==> config.mk <==
export PLATFORM = sky130hd
export DESIGN_NAME = micro_sequencer
export DESIGN_NICKNAME = d
export VERILOG_FILES = /design/src/rtl/micro_sequencer.sv
export SDC_FILE = /design/constraint.sdc
export NUM_CORES = 1
export LEC_CHECK = 0
export CAP_MARGIN = 20
export CORE_MARGIN = 5
export CORE_UTILIZATION = 57
export DETAILED_ROUTE_END_ITERATION = 10
export GPL_ROUTABILITY_DRIVEN = 0
export GPL_TIMING_DRIVEN = 0
export HOLD_SLACK_MARGIN = 0.05
export PLACE_DENSITY = 0.94
export SLEW_MARGIN = 20
export SYNTH_ARGS = -nofsm -noshare
export SYNTH_HDL_FRONTEND = slang
export SYNTH_SLANG_ARGS = --single-unit
==> constraint.sdc <==
create_clock -name CLK -period 6.9 [get_ports CLK]
set_clock_uncertainty 0.15 [all_clocks]
set_input_delay 1.725 -clock CLK [delete_from_list [all_inputs] [get_ports CLK]]
set_output_delay 1.725 -clock CLK [all_outputs]
set_load 0.05 [all_outputs]
==> src/rtl/micro_sequencer.sv <==
// micro_sequencer: next-microaddress generator for the microprogrammed control
// unit. It provides increment, jump, dispatch, conditional branch, conditional
// wait, and call/return through a small LIFO of return addresses, plus restart.
// upc and every other output come straight from registers.
module micro_sequencer #(
  parameter int ADDR_W      = 8,
  parameter int COND_N      = 4,
  parameter int SEL_W       = 2,
  parameter int STACK_DEPTH = 4,
  parameter int RESET_ADDR  = 0,
  parameter int FETCH_ADDR  = 1
) (
  input  logic                                 CLK,
  input  logic                                 reset,
  input  logic                                 stall,
  input  logic [2:0]                           ns_op,
  input  logic [ADDR_W-1:0]                    target,
  input  logic [ADDR_W-1:0]                    dispatch_addr,
  input  logic [COND_N-1:0]                    cond_in,
  input  logic [SEL_W-1:0]                     cond_sel,
  input  logic                                 cond_inv,
  output logic [ADDR_W-1:0]                    upc,
  output logic [$clog2(STACK_DEPTH+1)-1:0]     stack_level,
  output logic                                 stack_ovf,
  output logic                                 stack_unf
);

  localparam int LVL_W = $clog2(STACK_DEPTH + 1);

  typedef enum logic [2:0] {
    OP_CONT     = 3'b000,
    OP_JUMP     = 3'b001,
    OP_DISPATCH = 3'b010,
    OP_CBR      = 3'b011,
    OP_CWAIT    = 3'b100,
    OP_CALL     = 3'b101,
    OP_RET      = 3'b110,
    OP_RESTART  = 3'b111
  } ns_op_t;

  ns_op_t op;
  assign op = ns_op_t'(ns_op);

  logic [ADDR_W-1:0]             upc_reg, upc_next;
  logic [LVL_W-1:0]              level_reg, level_next;
  logic                          ovf_reg, ovf_next;
  logic                          unf_reg, unf_next;
  logic                          push;
  logic                          sel_cond;
  logic                          test;
  logic [ADDR_W-1:0]             inc;
  logic [ADDR_W-1:0]             pop_val;
  logic [STACK_DEPTH*ADDR_W-1:0] stack_flat;

  assign inc  = upc_reg + ADDR_W'(1);
  assign test = sel_cond ^ cond_inv;

  // Select the addressed condition; selectors beyond the bank read as 0.
  always_comb begin
    sel_cond = 1'b0;
    for (int i = 0; i < COND_N; i++) begin
      if (cond_sel == SEL_W'(i)) sel_cond = cond_in[i];
    end
  end

  // Read the top-of-stack entry, i.e. entry[level-1].
  always_comb begin
    pop_val = '0;
    for (int i = 0; i < STACK_DEPTH; i++) begin
      if (level_reg == LVL_W'(i + 1)) pop_val = stack_flat[i*ADDR_W +: ADDR_W];
    end
  end

  // Next-address, stack-level and flag computation; stall freezes everything.
  always_comb begin
    upc_next   = upc_reg;
    level_next = level_reg;
    ovf_next   = ovf_reg;
    unf_next   = unf_reg;
    push       = 1'b0;
    if (!stall) begin
      case (op)
        OP_CONT:     upc_next = inc;
        OP_JUMP:     upc_next = target;
        OP_DISPATCH: upc_next = dispatch_addr;
        OP_CBR:      upc_next = test ? target : inc;
        OP_CWAIT:    upc_next = test ? inc : upc_reg;
        OP_CALL: begin
          // The jump is always taken; only the push is lost when full.
          upc_next = target;
          if (level_reg == LVL_W'(STACK_DEPTH)) begin
            ovf_next = 1'b1;
          end else begin
            push       = 1'b1;
            level_next = level_reg + LVL_W'(1);
          end
        end
        OP_RET: begin
          // A return with nothing on the stack restarts the fetch loop.
          if (level_reg == '0) begin
            upc_next = ADDR_W'(FETCH_ADDR);
            unf_next = 1'b1;
          end else begin
            upc_next   = pop_val;
            level_next = level_reg - LVL_W'(1);
          end
        end
        OP_RESTART: begin
          upc_next   = ADDR_W'(FETCH_ADDR);
          level_next = '0;
        end
        default: upc_next = upc_reg;
      endcase
    end
  end

  // Microaddress, stack level and sticky error flags.
  always_ff @(posedge CLK or posedge reset) begin
    if (reset) begin
      upc_reg   <= ADDR_W'(RESET_ADDR);
      level_reg <= '0;
      ovf_reg   <= 1'b0;
      unf_reg   <= 1'b0;
    end else begin
      upc_reg   <= upc_next;
      level_reg <= level_next;
      ovf_reg   <= ovf_next;
      unf_reg   <= unf_next;
    end
  end

  // One register per return-stack entry, written when a push targets it.
  generate
    for (genvar gi = 0; gi < STACK_DEPTH; gi++) begin : g_entry
      logic [ADDR_W-1:0] entry_reg;

      // Capture the return address when this slot is the current level.
      always_ff @(posedge CLK or posedge reset) begin
        if (reset) begin
          entry_reg <= '0;
        end else if (push && level_reg == LVL_W'(gi)) begin
          entry_reg <= inc;
        end
      end

      assign stack_flat[gi*ADDR_W +: ADDR_W] = entry_reg;
    end
  endgenerate

  assign upc         = upc_reg;
  assign stack_level = level_reg;
  assign stack_ovf   = ovf_reg;
  assign stack_unf   = unf_reg;

endmodule

---- After elaboration in Yosys (flattened, before gate mapping) ----
Index checks and enable logic that the tools add are counted.
storage, ports and cells
  register bits after elaboration ......... 45
  output and inout bits ................... 13
  logic and storage cells ................. 61
operators by class
  $add $sub $neg .......................... 3
  eq/ne operators ......................... 17
  mux-type cells .......................... 18
  bitwise gates (word level) .............. 2
  reduce and logical (&&, ||, !) cells .... 13
operators by type and width
  kind                                                 number
  2-to-1 mux 8 bit                                     7
  one-hot mux 8 bit (7 select lines)                   1
  equality test 3 bit, second input constant           5
  equality test 3 x 2 -> 1 bit, second input constant  4
  one-hot mux 3 bit (3 select lines)                   1
  adder 8 x 1 -> 8 bit, second input constant          1
  2-to-1 mux 1 bit                                     7
  equality test 3 x 1 -> 1 bit, second input constant  2
  zero test 3 bit                                      2
  2-to-1 mux 3 bit                                     2
  != test 2 bit, second input constant                 3
  AND reduction 3 bit                                  2
  equality test 2 bit, second input constant           2
  logical AND 1 bit                                    4
  AND reduction 4 bit                                  1
  adder 3 x 1 -> 3 bit, second input constant          1
  nonzero test 3 bit                                   1
  subtractor 3 x 1 -> 3 bit, second input constant     1
  equality test 2 x 1 -> 1 bit, second input constant  1
  zero test 2 bit                                      1
  AND reduction 2 bit                                  1
  OR reduction 2 bit                                   1
  NOT 1 bit                                            1
  XOR 1 bit                                            1

---- Longest topological paths before layout ----
Gate-level depths: netlist of run 1.
  word-level depth ........................ 8
  depth in mapped cells ................... 9
  mapped depth without buffers ............ 7

---- Worst setup path before layout of run 1 ----
No wires, ideal clock.
  kind .................................... input -> register
  from .................................... input port cond_sel[0]
  to ...................................... register upc_reg[7], in the netlist upc[7]
  data arrival time ....................... 3.134 ns
  setup slack ............................. 3.472 ns
  stages on the path ...................... 5
  buffers on the path ..................... 0
  cell sequence ........................... mux4_2 -> xor2_2 -> a21o_1 -> a222oi_1 -> o221ai_1
between the ends
  longest elaborated chain between the ends .. 8
  elaborated cells on any way between the ends .. 13
  classes of those cells .................. 4 x eq/ne; 6 x mux; 1 x bitwise; 2 x reduce/logical
RTL lines
  element                                                                    RTL line  RTL
  from (decl)                                                                20        input logic [SEL_W-1:0] cond_sel,
  zero test 2 bit                                                            62        if (cond_sel == SEL_W'(i)) sel_cond = cond_in[i];
  2-to-1 mux 1 bit (3 in a row)                                              62
  2-to-1 mux 1 bit (*)                                                       62
  XOR 1 bit (*)                                                              56        assign test = sel_cond ^ cond_inv;
  2-to-1 mux 8 bit or != test 2 bit (tied branches)                          --
  one-hot mux 8 bit (7 select lines) or AND reduction 2 bit (tied branches)  --
  to (signal assigned)                                                       120       upc_reg <= ADDR_W'(RESET_ADDR);
  to (signal assigned)                                                       125       upc_reg <= upc_next;
  to (decl)                                                                  44        logic [ADDR_W-1:0] upc_reg, upc_next;
Every way passes the cells marked *; elsewhere a longest branch is shown, timed or not.
A chain may end at the register's enable or synchronous reset.

---- Worst setup path after layout of run 1 ----
  from .................................... input port cond_sel[0]
  to ...................................... register upc_reg[2], in the netlist upc[2]
Same word-level chain as after synthesis.

==> results.md, run 1 <==
- The synthesized netlist devotes about 3.5% of its cell area to adder and majority cells.
- The first detailed-routing pass took 5 iterations.
- After the last flow step, the layout net total stands at between 300 and 400.
- Sequential cells account for between 40% and 50% of the total power.
- Of the total synthesized cell area, the portion taken by XOR and XNOR cells is under 10%.
- The detail route stage leaves a number of antenna-violating nets equal to 0.
- The area fraction in and, or, nand and nor cells after synthesis is 20.6%.
- The slew at the pin closest to its max-slew limit is between 0.5 and 0.6 ns.
- The commonest non-fill, non-tap cell in the layout is sky130_fd_sc_hd__dfrtp_1.
- For this run, the leading register cell type out of synthesis is sky130_fd_sc_hd__dfrtp_1.
- The multi-input combinational cells in the finished layout cover a total of 0.00129 mm2.
- After synthesis, flip-flops and latches occupy 44.7% of the total area.
- In this run the core area contains 24 standard-cell rows.
- The clock reaches the later pin of the worst-skew pair after roughly 0.31 ns.
- The clock-pin slew on the worst setup and hold paths is 0.09 ns.
- The leakage power is 1.30 nW.
- Across all setup checks in the final design, the least slack found is 3.06 ns.
- The final setup violation count is 0.
- Counting distinct cell types in the post-synthesis netlist gives 48.
- The aggregate global-route resource usage is 24.8%.
- The part of the power in the clock network is 15.7%.
- The final period demand of the worst path is just under 4 ns.
- The post-route netlist has 7.19% of its cells at a drive strength greater than 1.
- The hold-fix buffer count after cts is 0.
- The count of endpoints failing hold in the final timing report is 0.
- The initial antenna violation count came to 0.
- Once the floorplan was initialized, standard cells occupied approximately three fifths of the core.
- The routed wire length per instance is 18.7 um.
- Data arrives at the worst endpoint at 3.89 ns.
- The count of mapped cells out of synthesis is about 270.
- The tool flagged a number of max-cap violations equal to 0.
- The post-detailed-route via-to-cell ratio is about 6.6.
- The worst setup path is captured at a register.
- The flip-flop count of the largest register, all copies and words added is 32.
- The areal power density over the cells is roughly 350 mW/mm2.
- The total area inside the core boundary comes to 0.00432 mm2.
- The sum of net half-perimeters after detailed placement is 5.15 mm.
- The switching power summed over all nets is 0.000461 W.
- The first-pass GRT wire length is 11.9 mm.
- The highest clock frequency the design can meet is 0.260 GHz.
- After detailed routing, the number of remaining DRC violations is 0.
- The required time at the worst-slack endpoint is 6.95 ns.
- The synthesized design contains 0 enable-type register cells.
- The classification of the worst setup path is input port to register.
- The clock tree synthesis step divided the H-tree into 2 levels.
- In this run the worst hold path is classified as register to register.
- The sum of negative setup slack is 0 ns.
- Measured along the x axis, the die boundary spans 76.5 um.
- The number of gates resized after CTS was 0.
- The number of I/O pins is 42.
- The count of pins over their slew limit was 0.
- The maximum number of pins on one net before global-route repair is 26.
- The synthesized flop and latch total is 45.
- The fraction of power spent switching nets is 43.2%.
- The cell area after synthesis is 0.00252 mm2.
- After detailed placement, the total cell area comes to 0.00300 mm2.
- The Yosys step of the flow raised 0 warnings.
- Leaving out fill and tap cells, the most frequent cells in the layout are 45 x sky130_fd_sc_hd__dfrtp_1, 40 x sky130_fd_sc_hd__clkdlybuf4s50_1, 39 x sky130_fd_sc_hd__nand2_1.
- The count of port buffers added during placement is 40.
- The remaining global-route overflow is 0.
- TritonCTS built the clock tree.
- Measured against its own limit, the worst slew margin works out to 62.8%.
- The run finished with clean final reports.
- Counting every net in the synthesized netlist gives 307.
- The number of inserted diodes is 0.
- The internal power component is between 0.0006 and 0.0007 W.
- The fill cell instance count of the final layout is 306.
- The number of buffers added for setup after CTS is 0.
- Timing analysis after detailed placement gives a worst setup slack of 2.77 ns.
- STA classifies the critical path startpoint as an input port.
- Setup repair after global routing left no endpoint under its margin.
- The multiplexer fraction of the synthesized cell area is 2.68%.
- The final critical path takes up 55.7% of the cycle.
- The number of clock sinks is 45.
- The die covers approximately 0.0058 mm2.
- The number of global-route vias before repair is about 2400.
- The routed design has 6.97 mm of wire.
- The worst hold-check slack is approximately 0.32 ns.
- The tree is rooted in a sky130_fd_sc_hd__clkbuf_8.
- The longest clock path from root to sink contains 2 buffers.
- The register area is 0.00113 mm2.
- After synthesis, the share of flip-flops with an asynchronous set or reset is 100%.
- The post-synthesis to final-layout area growth is 22.8%.
- The average instance area after synthesis is 9.29 um2.
- The total CTS buffers is 5.
- The complex-gate fraction of the synthesized area is 21.2%.
- Across the VDD grid, the largest voltage drop is 0.000174 V.
- In this run the worst path has a maximum fanout of 10.
- The routed layout has around 2400 vias.
- The share of total power dissipated in combinational logic is a little over two fifths.
- The dominant combinational cell family by area after synthesis is compound AO/OA/AOI/OAI gates.
- After routing the design area is 0.00309 mm2.
- The die is 76.5 um tall.
- The first-iteration detailed-routing DRC count is 232.
==> layout make-up <==
cell class / count / area share (%)
multi-input cells: 200 / 41.8
flip-flops and latches: 45 / 36.4
repair buffers: 41 / 13.6
clock buffers: 6 / 2.35
well taps: 52 / 2.10
plain buffers: 16 / 2.02
inverters: 10 / 1.21
clock inverters: 2 / 0.486
==> path summary, 6_finish.rpt <==
| kind | slack, ns | depth (start not counted) | to | from |
|---|---|---|---|---|
| worst max-delay path | 3.06 | 7 | upc[2]$_DFFE_PP0P_ | cond_sel[0] |
| min in group asynchronous | 1.60 | 2 | stack_level[2]$_DFFE_PP0P_ | reset |
| worst min register to register | 0.32 | 1 | stack_ovf$_DFFE_PP0P_ | stack_ovf$_DFFE_PP0P_ |
| max in group asynchronous | 4.51 | 3 | g_entry[2].entry_reg[6]$_DFFE_PP0P_ | reset |
| worst min-delay path | 0.32 | 1 | stack_ovf$_DFFE_PP0P_ | stack_ovf$_DFFE_PP0P_ |
| worst max register to register | 3.97 | 9 | g_entry[3].entry_reg[2]$_DFFE_PP0P_ | stack_level[2]$_DFFE_PP0P_ |
==> layer usage <==
metal / routed length (um) / up-vias / track usage, %
met5: 0 / - / 0
met4: 153 / 0 / 8.04
met1: 2760 / 1175 / 31.4
met2: 3520 / 161 / 43.2
li1: - / 1086 / -
met3: 538 / 18 / 3.55
==> power by group through the flow <==
| stage | clock network [W] | logic [W] | registers (W) |
|---|---|---|---|
| 2_1_floorplan | 0 | 0.000249 | 0.000484 |
| 3_3_place_gp | 0 | 0.000433 | 0.000429 |
| 3_5_place_dp | 0 | 0.000455 | 0.000434 |
| 4_1_cts | 0.000168 | 0.000459 | 0.000429 |
| 5_1_grt | 0.000180 | 0.000508 | 0.000446 |
| 6_report | 0.000168 | 0.000466 | 0.000433 |
==> critical path: stages <==
cell and delay, ns:
sky130_fd_sc_hd__clkdlybuf4s50_1 0.48, sky130_fd_sc_hd__mux4_2 0.56, sky130_fd_sc_hd__xnor2_2 0.19, sky130_fd_sc_hd__a31oi_2 0.39, sky130_fd_sc_hd__buf_2 0.30, sky130_fd_sc_hd__o31ai_1 0.10
sky130_fd_sc_hd__o2bb2ai_1 0.14
==> cell families (layout without fill, tap and decap cells) <==
kind of cell	Yosys count	in the layout
adders and majority gates	7	7
xor gates and xnor gates	8	8
muxes	5	5
DFF	45	45
and+or+nand+nor	102	102
AOI/OAI and AO/OA	78	78
buffers and inverters	26	75
==> cells in the mapped netlist, drive strengths merged (2+ instances only) <==
cell type | number | area [um2]
nor3 | 2 | 10.0
mux2 | 4 | 45.0
o31ai | 2 | 15.0
nand4 | 7 | 43.8
nand2b | 2 | 12.5
xnor2 | 3 | 33.8
and3 | 3 | 18.8
a21oi | 11 | 55.1
nor4b | 2 | 23.8
a31oi | 3 | 25.0
a211oi | 2 | 15.0
dfrtp | 45 | 1130
a221oi | 11 | 96.3
xor2 | 5 | 51.3
nor2 | 12 | 45.0
nand2 | 39 | 146
and3b | 5 | 43.8
o22a | 5 | 43.8
o21ai | 30 | 150
buf | 2 | 10.0
or3 | 5 | 31.3
a22o | 2 | 17.5
a2bb2oi | 2 | 17.5
nand3 | 15 | 75.1
ha | 7 | 87.6
inv | 10 | 37.5
nor2b | 5 | 31.3
clkbuf | 14 | 52.6
==> through the flow <==
stage               total power, W  std cells  utilization [%]
floorplan                 0.000733        271                -
global placement          0.000862        363             69.0
detailed placement        0.000889        364             69.5
CTS                        0.00106        372             71.5
global route               0.00113        372             71.5
finish                     0.00107        372             71.5
(Power assumes the default switching activity.)
==> run 2: changes to the inputs <==
CORE_UTILIZATION = 53   (was 57)
PLACE_DENSITY = 0.89   (was 0.94)
clock period = 3.7 ns   (was 6.9 ns; I/O delays follow)
==> results.md, run 2 (same netlist as run 1, synthesis figures left out) <==
- The post-placement setup slack is around 0.33 ns.
- The number of antenna diodes in the final layout is 0.
- The flow ran to the end, and the final reports show no timing, DRC or antenna violations.
- The commonest non-fill, non-tap cell in the layout is sky130_fd_sc_hd__dfrtp_1.
- The worst setup path is of the input port to register kind.
- The number of cells on the worst reg-to-reg path is 9.
- In the routed design, unresolved DRC markers number 0.
- The worst pin sits at a relative slew slack of 63.5%.
- The first-pass GRT wire length is 11.4 mm.
- Counting instances, the worst hold path has a depth of 1.
- Cells fill 66.4% of the core in the end.
- STA puts the critical path data required time at 3.73 ns.
- The die covers 0.00623 mm2.
- The worst register-to-register path ends at upc[2]$_DFFE_PP0P_.
- The layout net count is 355.
- Counting along the longest clock path gives a buffer depth of 2.
- The number of global-route vias before repair is 2375.
- The startpoint of the worst-slack reg-to-reg timing path is stack_level[2]$_DFFE_PP0P_.
- The count of port buffers added during placement is 40.
- TritonCTS built the clock tree.
- The maximum ir drop on the vdd rail is 0.000300 V.
- For the pin with the worst max-slew slack, the measured transition is 0.545 ns.
- The number of H-tree levels is 2.
- The clock net in this run drives a total of 45 sinks.
- The analysis attributes to cell leakage a power of 1.30 nW.
- The total CTS buffers is 5.
- The post-detailed-route via-to-cell ratio is approximately 6.4.
- The delay of the slowest critical-path stage is 0.56 ns.
- Dividing the final minimum period by the clock period gives 83.3%.
- Relative to the synthesized area, the layout overhead comes to 22.9%.
- Counting both buffers and inverters, the worst setup path holds a total of 2.
- The horizontal extent of the die is 78.9 um.
- The max-cap violation count is 0.
- After detailed placement, the design holds a cell count of 366.
- The sum of net half-perimeters after detailed placement is 5.05 mm.
- The aggregate global-route resource usage is 23.2%.
- The count of endpoints failing hold in the final timing report was 0.
- Walking the worst path, the cells encountered are clkdlybuf4s50_1 -> mux4_2 -> xnor2_2 -> a31oi_2 -> buf_2 -> o31ai_1 -> o2bb2ai_1.
- STA classifies the critical path startpoint as an input port.
- The areal power density over the cells is roughly 630 mW/mm2.
- Data arrives at the worst endpoint at just over 3 ns.
- The post-CTS resize count is 0.
- Counting I/O delays and the setup requirement, the final critical path takes 3.08 ns.
- The number of detailed-routing iterations run before antenna repair is 5.
- The cell class contributing the biggest share of worst-path delay is buffers and inverters.
- STA classifies the critical path endpoint as a register.
- Pin placement for this block handled 42 I/O pins.
- The number of antenna-violating nets in the routed design is 0.
- The remaining global-route overflow is 0.
- Setup repair after global routing left no endpoint under its margin.
- The share of post-route cells with drive strength above 1 is under 10%.
- The final setup violation count is 0.
- The highest clock frequency the design can meet is 0.325 GHz.
- The library cells used most frequently in the layout, excluding fill and tap cells, are 45 x sky130_fd_sc_hd__dfrtp_1, 40 x sky130_fd_sc_hd__clkdlybuf4s50_1, 39 x sky130_fd_sc_hd__nand2_1.
- Counting buffers and inverters, the worst setup path is 7 cells deep.
- The hold-fix buffer count after cts is 0.
- The die height is around 80 um.
- The clock reaches the later pin of the worst-skew pair after ~0.30 ns.
- The register with the most flip-flops in the layout has 32 of them.
- The count of pins over their slew limit is 0.
- The worst hold path class is register to register.
- The fill cell instance count of the final layout is between 300 and 400.
- The routed layout has between 2000 and 2500 vias.
- Entering global routing, the biggest net connects 30 pins.
- The worst register-to-register path has a setup slack of around 0.94 ns.
- Of all nets on the critical path, the largest fanout is 10.
- The number of rows in the core area is 25.
- The clock-pin slew on the worst setup and hold paths is 0.08 ns.
- The first-iteration detailed-routing DRC count is 292.
- The floorplan core area is 0.00466 mm2.
- In the final timing run, aggregate negative setup slack is 0 ns.
- Among all stages on the critical path, the largest delay is contributed by sky130_fd_sc_hd__mux4_2.
- The critical path endpoint is upc[2]$_DFFE_PP0P_.
- The total wire length is roughly 6.6 mm.
- Dividing the detail-routed wire length by the instance count gives roughly 18 um.
- The clock tree root driver cell is sky130_fd_sc_hd__clkbuf_8.
- In this run the worst setup path begins at cond_sel[0].
- Total power for the finished layout comes to 0.00196 W.
- Setup slack on the critical path of the routed design comes to 0.620 ns.
- The effective utilization at floorplan is a little over half.
- The initial antenna violation count is 0.
- In this run the post-CTS setup repair buffer count came out at 0.
- Leaving out filler cells and counting taps, the final layout contains ~370.
[run 2: cell counts in the layout (fill, tap and decap cells not counted)]
No cell type changed its count.
[run 2: worst min-delay path by stage]
stage | start | end
after floorplan | g_entry[1].entry_reg[2]$_DFFE_PP0P_ | g_entry[1].entry_reg[2]$_DFFE_PP0P_
after global placement | stack_unf$_DFFE_PP0P_ | stack_unf$_DFFE_PP0P_
after detailed placement | stack_ovf$_DFFE_PP0P_ | stack_ovf$_DFFE_PP0P_
after CTS | stack_ovf$_DFFE_PP0P_ | stack_ovf$_DFFE_PP0P_
after global routing | g_entry[3].entry_reg[2]$_DFFE_PP0P_ | g_entry[3].entry_reg[2]$_DFFE_PP0P_
final | stack_ovf$_DFFE_PP0P_ | stack_ovf$_DFFE_PP0P_
[run 2: final cells by class]
cell class	count	area (um2)	area share [%]
inverter	10	37.5	1.21
tap	54	67.6	2.18
clock inverter	2	15.0	0.485
sequential	45	1130	36.4
buffer	16	62.6	2.02
multi-input combinational	200	1290	41.8
timing repair buffer	41	420	13.6
clock buffer	6	72.6	2.35
[run 2: per-stage QoR]
stage,hold WS [ns],instance area (um2)
3_3_place_gp,0.305,2990
6_report,0.319,3090
3_5_place_dp,0.309,3010
4_1_cts,0.326,3090
2_1_floorplan,0.292,2520
5_1_grt,0.357,3090
[run 2: routing by layer]
metal  global-route usage, %  vias up  wire (um)
met2                    38.4      136       3170
met5                       0        -          0
li1                        -     1089          -
met1                    30.0     1128       2720
met4                    9.28        0        220
met3                    4.65       25        479
[run 2: power breakdown]
part           internal, W  switching [W]
Sequential        0.000673       0.000129
Clock             0.000133       0.000176
Combinational     0.000320       0.000526
Total              0.00113       0.000831
==> run 3: changes to the inputs <==
CORE_UTILIZATION = 48   (was 53)
PLACE_DENSITY = 0.85   (was 0.89)
clock period = 2.7 ns   (was 3.7 ns; I/O delays follow)
==> results.md, run 3 (same netlist as run 1, synthesis figures left out) <==
- The flow ran to the end, but the final reports show violations.
- The checks that failed: setup timing.
- Entering global routing, the biggest net connects 33 pins.
- In this run the power density over the cells is 906 mW/mm2.
- The die height is between 80 and 90 um.
- The clock tree root driver cell is sky130_fd_sc_hd__clkbuf_8.
- The max-cap violation count is 0.
- In the final layout, the share of cells above drive strength 1 is between 9 and 10%.
- Across all hold checks on the routed design, the worst slack comes to about 0.32 ns.
- The startpoint identified for the worst register-to-register timing path is stack_level[2]$_DFFE_PP0P_.
- The effective utilization at floorplan is 49.3%.
- The count of pins over their slew limit is 0.
- The first global-routing pass estimated between 10 and 15 mm of wire.
- The critical path goes through clkdlybuf4s50_1 -> mux4_2 -> xnor2_2 -> a31oi_2 -> a2111o_1 -> o221ai_1.
- In this run the critical register-to-register path is captured at g_entry[3].entry_reg[7]$_DFFE_PP0P_.
- For this block, the routed nets add up to 6.79 mm of wire.
- The internal power component is ~0.0017 W.
- The number of global-route vias before repair is ~2300.
- After routing, the total negative slack on setup checks comes to -0.0105 ns.
- The maximum ir drop on the vdd rail is approximately 0.00045 V.
- The first-iteration detailed-routing DRC count is 286.
- The routed wire length per instance is 17.3 um.
- The fraction of the cycle the final worst path needs is 100%.
- The launch instance of the worst min-delay path is stack_ovf$_DFFE_PP0P_.
- The number of rows in the core area is 26.
- The horizontal extent of the die is 82.4 um.
- In this run the standard cell core region covers 0.00511 mm2.
- The count of placed standard cells including taps is 382.
- The top cell types in the final layout, fill and taps aside, are 45 x sky130_fd_sc_hd__dfrtp_1, 40 x sky130_fd_sc_hd__clkdlybuf4s50_1, 39 x sky130_fd_sc_hd__nand2_1.
- The number of buffers between clock root and the deepest sink is 2.
- Setup violations remaining at the end of the flow were counted as 1.
- The count of unresolved DRC violations after routing is 0.
- The register with the most flip-flops in the layout has 32 of them.
- The tightest min-delay check is of the register to register type.
- For this block, the via count after detailed routing is 2344.
- The initial antenna violation count was 0.
- The share of total power dissipated in combinational logic is roughly 40%.
- The worst max-slew margin expressed relative to the limit is 65.5%.
- The number of buffers and inverters on the critical path is 1.
- The post-placement setup slack is -0.372 ns.
- The count of port buffers added during placement is 40.
- Sequential cells account for 37.8% of the total power.
- The leakage power is 1.36 nW.
- The placed instances occupy a cell area of 0.00303 mm2.
- The largest single stage delay on the critical path is 0.58 ns.
- The endpoint arrival time on the critical path is about 2.8 ns.
- The layout net count is 357.
- Leaving out fill and tap cells, the most frequent cell in the layout is sky130_fd_sc_hd__dfrtp_1.
- The final period demand of the worst path is 2.71 ns.
- The end point of the most critical hold path is stack_ovf$_DFFE_PP0P_.
- The repair_antennas step left the layout with diodes totalling 0.
- Static timing analysis puts the maximum clock frequency at 0.369 GHz.
- The clock tree from TritonCTS is built.
- Along the worst path, the maximum fanout reaches 5.
- Buffers inserted during clock tree synthesis total 5.
- The first TritonRoute pass finished after 5 iterations.
- The required time at the worst-slack endpoint is between 2 and 3 ns.
- Setup repair after global routing could not meet its margin everywhere.
- The remaining global-route overflow is 0.
- The count of nets left with antenna violations once routing finished came out at 0.
- In the routed layout, each cell is associated on average with a via count of ~6.0.
- The number of stages on the worst hold path is 1.
- The post-synthesis to final-layout area growth is 28.0%.
- The worst setup path is launched from an input port.
- The count of endpoints failing hold in the final timing report came to 0.
- Summed over all nets, the switching power comes to roughly 0.0012 W.
- The clock network burns 21.3% of the power.
- The aggregate global-route resource usage is between 20 and 25%.
- For this design, the slowest cell found on the critical path is sky130_fd_sc_hd__mux4_2.
- The cell area after layout is 0.00322 mm2.
- The area of the die is 0.00680 mm2.
- Clock tree synthesis found a total of 45 sinks.
- Pin placement for this block handled 42 I/O pins.
- The slew at the pin closest to its max-slew limit is 0.514 ns.
- The later pin in the worst-skew pair is clocked with a latency of 0.31 ns.
- The minimum setup slack among reg-to-reg paths is 0.22 ns.
- Leaving out filler cells and counting taps, the final layout contains 392.
- STA classifies the critical path endpoint as a register.
- After clock tree synthesis, the clock-pin slew on the worst setup and hold paths is 0.09 ns.
- The cell class contributing the biggest share of worst-path delay is compound AO/OA/AOI/OAI gates.
- Setup slack on the critical path of the routed design comes to -0.0105 ns.
- The number of H-tree levels is 2.
- The fraction of power spent switching nets is 40.2%.
- The sum of net half-perimeters after detailed placement is a little over 5 mm.
- The classification of the worst setup path is input port to register.
- The number of cells on the worst reg-to-reg path is 8.
==> run 3: cell types whose count changed in the layout (fill, tap and decap cells not counted), sizes merged <==
cell	previous run	this run
bufinv	0	2
clkbuf	20	18
inv	10	11
clkinvlp	2	0
buf	3	6
==> run 3: worst max path at each step <==
| stage | from | endpoint | slack, ns | depth (start not counted) |
|---|---|---|---|---|
| 2_1_floorplan | stack_level[2]$_DFFE_PP0P_ | upc[2]$_DFFE_PP0P_ | 0.06 | 9 |
| 3_3_place_gp | cond_sel[0] | upc[2]$_DFFE_PP0P_ | -0.38 | 7 |
| 3_5_place_dp | cond_sel[0] | upc[2]$_DFFE_PP0P_ | -0.37 | 7 |
| 4_1_cts | cond_sel[0] | upc[7]$_DFFE_PP0P_ | 0.005 | 6 |
| 5_1_grt | cond_sel[0] | upc[7]$_DFFE_PP0P_ | -0.09 | 6 |
| 6_report | cond_sel[0] | upc[7]$_DFFE_PP0P_ | -0.01 | 6 |
==> run 3: power groups by stage <==
stage,logic (W),clock network [W],registers (W)
after floorplan,0.000636,0,0.00124
after global routing,0.00131,0.000657,0.00114
after CTS,0.00118,0.000629,0.00110
after detailed placement,0.00115,0,0.00111
after global placement,0.00112,0,0.00110
final,0.00119,0.000623,0.00111
==> run 3: final cells by class <==
type / count / area [um2]
Multi-Input combinational cell: 200 / 1330
Fill cell: 433 / 1880
Inverter: 10 / 37.5
Sequential cell: 45 / 1130
Buffer: 15 / 65.1
Clock buffer: 5 / 68.8
Timing Repair Buffer: 44 / 443
Tap cell: 70 / 87.6
Clock inverter: 3 / 68.8
==> run 3: per-stage QoR <==
step,total power [W],util [%]
after floorplan,0.00187,-
after global placement,0.00221,58.9
after detailed placement,0.00227,59.3
after CTS,0.00290,62.3
after global routing,0.00310,63.1
final,0.00292,63.1
==> run 3: timing repair <==
item                       in CTS  in global routing
pin swaps                       1                  4
setup buffers                   0                  3
hold buffers                    0                  0
resized for setup               4                  6
setup endpoints to repair      11                 14
==> run 3: per-layer routing <==
layer	GRT usage [%]	vias up	wire, um
li1	-	1092	-
met2	36.9	104	3330
met3	4.45	21	502
met5	0	-	0
met4	7.64	0	168
met1	28.4	1127	2790
